### src/rtl/button_conditioner.sv
// rtl/button_conditioner.sv - synchroniser, debouncer and press/release pulser for active-low buttons
// Optional macro AUTO_REPEAT_EN adds timed auto-repeat press pulses while a button stays held.
module button_conditioner #(
  parameter int N_CH            = 3,
  parameter int DEBOUNCE_CYCLES = 500000,
  parameter int REPEAT_DELAY    = 25000000,
  parameter int REPEAT_PERIOD   = 5000000
) (
  input  logic            Clk,
  input  logic            Reset,
  input  logic [N_CH-1:0] btn_n,
  output logic [N_CH-1:0] level,
  output logic [N_CH-1:0] press,
  output logic [N_CH-1:0] rel    // release pulse; "release" is a reserved word
);

  if (N_CH < 1 || DEBOUNCE_CYCLES < 1 || REPEAT_DELAY < 1 || REPEAT_PERIOD < 1) begin : g_bad_param
    $error("button_conditioner: all parameters must be >= 1");
  end

  localparam int CW = $clog2(DEBOUNCE_CYCLES + 1);
  localparam logic [CW-1:0] CNT_LAST = CW'(DEBOUNCE_CYCLES - 1);

  logic [N_CH-1:0] s1;
  logic [N_CH-1:0] s2;
  logic [N_CH-1:0] pressed;
  logic [N_CH-1:0] toggle;
  logic [N_CH-1:0] rpt_fire;
  logic [CW-1:0]   cnt     [N_CH];
  logic [CW-1:0]   cnt_nxt [N_CH];

  assign pressed = ~s2;

  // Any cycle where the synced value agrees with level restarts the stability count.
  always_comb begin
    toggle = '0;
    for (int i = 0; i < N_CH; i++) begin
      cnt_nxt[i] = '0;
      if (pressed[i] != level[i]) begin
        if (cnt[i] == CNT_LAST) begin
          toggle[i] = 1'b1;
        end else begin
          cnt_nxt[i] = cnt[i] + 1'b1;
        end
      end
    end
  end

  always_ff @(posedge Clk) begin
    if (!Reset) begin
      s1    <= '1;
      s2    <= '1;
      level <= '0;
      press <= '0;
      rel   <= '0;
      for (int i = 0; i < N_CH; i++) begin
        cnt[i] <= '0;
      end
    end else begin
      s1    <= btn_n;
      s2    <= s1;
      level <= level ^ toggle;
      press <= (toggle & ~level) | rpt_fire;
      rel   <= toggle & level;
      for (int i = 0; i < N_CH; i++) begin
        cnt[i] <= cnt_nxt[i];
      end
    end
  end

`ifdef AUTO_REPEAT_EN
  localparam int RMAX = (REPEAT_DELAY > REPEAT_PERIOD) ? REPEAT_DELAY : REPEAT_PERIOD;
  localparam int RW   = $clog2(RMAX + 1);
  localparam logic [RW-1:0] DELAY_LAST  = RW'(REPEAT_DELAY - 1);
  localparam logic [RW-1:0] PERIOD_LAST = RW'(REPEAT_PERIOD - 1);

  logic [RW-1:0]   rcnt     [N_CH];
  logic [RW-1:0]   rcnt_nxt [N_CH];
  logic [N_CH-1:0] rpt_seen;
  logic [N_CH-1:0] rpt_seen_nxt;

  // rpt_seen selects the initial delay versus the steady repeat period.
  always_comb begin
    rpt_fire     = '0;
    rpt_seen_nxt = rpt_seen;
    for (int i = 0; i < N_CH; i++) begin
      rcnt_nxt[i] = '0;
      if (level[i] && !toggle[i]) begin
        if (rcnt[i] == (rpt_seen[i] ? PERIOD_LAST : DELAY_LAST)) begin
          rpt_fire[i]     = 1'b1;
          rpt_seen_nxt[i] = 1'b1;
        end else begin
          rcnt_nxt[i] = rcnt[i] + 1'b1;
        end
      end else begin
        rpt_seen_nxt[i] = 1'b0;
      end
    end
  end

  always_ff @(posedge Clk) begin
    if (!Reset) begin
      rpt_seen <= '0;
      for (int i = 0; i < N_CH; i++) begin
        rcnt[i] <= '0;
      end
    end else begin
      rpt_seen <= rpt_seen_nxt;
      for (int i = 0; i < N_CH; i++) begin
        rcnt[i] <= rcnt_nxt[i];
      end
    end
  end
`else
  assign rpt_fire = '0;
`endif

endmodule

### config.mk
export PLATFORM = sky130hd
export DESIGN_NAME = button_conditioner
export DESIGN_NICKNAME = d
export VERILOG_FILES = /design/src/rtl/button_conditioner.sv
export SDC_FILE = /design/constraint.sdc
export NUM_CORES = 1
export LEC_CHECK = 0
export BUFFER_PORTS_ARGS = -buffer_cell sky130_fd_sc_hd__buf_2
export CORE_MARGIN = 2
export CORE_UTILIZATION = 55
export CTS_BUF_LIST = sky130_fd_sc_hd__clkbuf_4
export DETAILED_ROUTE_END_ITERATION = 12
export GPL_TIMING_DRIVEN = 0
export HOLD_SLACK_MARGIN = 0.03
export PLACE_DENSITY = 0.86
export SETUP_SLACK_MARGIN = 0.5
export SYNTH_ARGS = -nofsm -noshare
export SYNTH_HDL_FRONTEND = slang
export SYNTH_SLANG_ARGS = --single-unit
### constraint.sdc
create_clock -name Clk -period 1.7 [get_ports Clk]
set_input_delay 0.085 -clock Clk [delete_from_list [all_inputs] [get_ports Clk]]
set_output_delay 0.085 -clock Clk [all_outputs]
set_load 0.02 [all_outputs]
==> flow_summary.ini <==
[status]
status = complete, but fails checks
violations = setup timing

[global_routing]
grt_overflow = 0
antenna_found_initial = 1
grtUsageTotal_pct = 27.6
first_global_vias = 2840
grt_max_degree = 12
grt_pass1_wl_mm = 13.4

[finish]
design_area_mm2 = 0.00443
area_growth_pct = 42.1
post-route-util_pct = 80.5
drive_above_1_share_pct = 44.8
fill_cells = 267
nNetsFinal = 434

[route]
avgRoutedWirePerCell_um = 20.7
detail_route.iter0.violations = 357
ant_nets = 0
drt-vias-per-instance = 6.26
vias = 3111
totalWireLength_mm = 10.3
drc = 0
dr.pass1.iters = 7

[sta]
clock_skew_ns = 0.0429
relSlewSlack_pct = 67.8
final.setup.tns_ns = -1.28
rsz0062_at_grt = true
fmax_mhz = 536
period_needed_ns = 1.86
finalCritPeriodShare_pct = 110
max_slew.worst_pin.slew_ns = 0.479
final_hold_viol_count = 0
slew_viol_final = 0
whs_ns = 0.118
setup_viol = 24
setup_ws_ns = -0.165

[floorplanning]
io_pins = 14
core_region_area_mm2 = 0.00551
rows = 27
die_h_um = 79.3
die_area_mm2 = 0.00629
initial_utilization_pct = 56.7
die_w_um = 79.3

[critical_path]
critical_path_class = reg2reg
slowest_stage = or3_4
worstPathArrival_ns = 2.24
required_ns = 2.07
worstSetupStartpointType = register
cpMostUsedCell = ha_4
path_max_fanout = 4
critPathTopFamily = simple AND/OR/NAND/NOR gates
critPathBufInv = 0
crit_path_end_kind = register
max_stage_delay_ns = 0.38
crit_chain = ha_4 > nand4_4 > or3_4 > and4b_1 > and3_4 > ha_4 > nor2_1

[yosys]
synth_top_family_by_area = simple AND/OR/NAND/NOR gates
syn_area_per_cell_um2 = 9.02
netlist_area_mm2 = 0.00312
synth_adder_area_share_pct = 3.61
synth_seq_cells = 72
synthFlopType = dfxtp_1
synth_cell_types = 38
synth_edf_count = 0
synthSimpleGateAreaFrac_pct = 30.2
yosysTopAreaCellShare_pct = 46.2
synthMostInstantiatedCell = dfxtp_1
synth_area_leaders = dfxtp_1 (46%), xnor2_1 (8.7%), nor2_1 (7.3%), xor2_1 (3.9%), ha_1 (3.6%)
yosysTopAreaCell = dfxtp_1
post_synth_inst_count = 346
synth_fp_nets = 360
synthArstFlopShare_pct = 0
synth_xor_area_share_pct = 12.6
yosys-mux-area-fraction_pct = 0
synth_compound_area_share_pct = 4.45
synth_commonest_cells = dfxtp_1 (72), nor2_1 (61), xnor2_1 (31)
yosysWarnings = 0
seq_area_frac_synth_pct = 46.2

[clock_tree]
numCtsBuffers = 9
clock-root-buffer = clkbuf_4
cts.sinks = 72
cts_tree = yes
insertion_delay_ns = 0.44
clkTransAtPathRegs_ns = 0.15
cts_buffer_depth = 2
h-tree-depth = 3

[place]
dp.final_hpwl_mm = 4.18
gp_congestion = 0.852
port_buffers = 13
postPlaceCellArea_mm2 = 0.00345

[power]
p_leak_nw = 1.44
total_power_w = 0.00302
ir_drop_uv = 385
power.density_mw_per_mm2 = 680

[flow_run]
max_cap_viol_count = 0

[min_path]
hold_path.class = in2reg
[cells by family (layout without fill, tap and decap cells)]
group | after synthesis | in the layout
compound gates | 21 | 21
xor+xnor | 45 | 45
fa+ha+maj | 9 | 9
buf+inv | 22 | 100
flops | 72 | 72
other cells | 0 | 1
simple gates | 177 | 177
[worst min-delay path: cells and delay by family]
family                 cells  cell delay, ns
AO/OA/AOI/OAI              2            0.17
buffers and inverters      2            0.27
[flip-flops by register name, summed over array words and instances, names as in the netlist]
| name | count |
|---|---|
| cnt | 57 |
| level | 3 |
| press | 3 |
| rel | 3 |
| s1 | 3 |
| s2 | 3 |
[path summary, 6_finish.rpt]
path	startpoint	endpoint	slack (ns)	cells past startpoint
setup reg to reg	cnt[0][1]	level[0]	-0.16	7
hold reg to reg	s1[0]	s2[0]	0.43	1
setup / recovery	cnt[0][1]	level[0]	-0.16	7
hold / removal	Reset	cnt[0][18]	0.12	4
[metrics by stage]
step | cells | setup slack [ns]
after detailed placement | 431 | -0.196
final | 497 | -0.165
after global placement | 431 | -0.171
after floorplan | 346 | 0.00575
after global routing | 496 | -0.265
after CTS | 483 | -0.105
[layout by cell type (no fill, tap or decap), types with 3 or more instances in the layout]
master and instances:
o21ai_0 3, nand2_1 16, o31ai_1 3, or3_4 5, dlygate4sd3_1 5, dfxtp_4 7, inv_1 13, nor4_1 11
ha_4 7, nor2_4 18, buf_8 4, nor2_2 9, dfxtp_1 34, dfxtp_2 31, xor2_1 14, nor3_1 8
nor2_1 34, nand2b_1 6, buf_4 32, buf_6 14, xnor2_1 31, and2_1 6, a21oi_2 7, nand3_4 4
buf_2 13, nand3_1 16, nand4_1 14, clkbuf_4 10
[routing by layer]
layer / up-vias / share of wire [%] / GRT usage [%]
met4: 0 / 6.3 / 17.1
met1: 1483 / 38 / 30.8
met3: 70 / 7.3 / 7.39
met5: - / 0 / 0
li1: 1352 / - / -
met2: 206 / 49 / 46.6
[final cells by class]
class                           instances  area, um^2  area share [%]
Multi-Input combinational cell        252        2040            45.9
Timing Repair Buffer                   63         505            11.4
Clock inverter                          5        72.6            1.64
Buffer                                  9        95.1            2.15
Tap cell                               72        90.1            2.03
Antenna cell                            1        2.50          0.0564
Sequential cell                        72        1510            34.0
Inverter                               13        48.8            1.10
Clock buffer                           10        75.1            1.69
[report_power, final]
part / leakage, nW / switching (W) / total, W / internal, W
logic: 0.760 / 0.0000501 / 0.0000950 / 0.0000448
clock network: 0.0813 / 0.000636 / 0.00123 / 0.000595
registers: 0.603 / 0.00000529 / 0.00169 / 0.00168
total: 1.44 / 0.000692 / 0.00302 / 0.00232
[repair_timing]
| action | CTS | global route |
|---|---|---|
| cloned | 3 | 0 |
| pin swaps | 29 | 14 |
| endpoints found under the hold margin | 6 | 0 |
| hold buffers | 5 | 0 |
| resized for setup | 68 | 56 |
| buffers inserted | 29 | 13 |
| setup endpoints to repair | 66 | 66 |
Note: power is estimated with default switching activity, not from simulation.
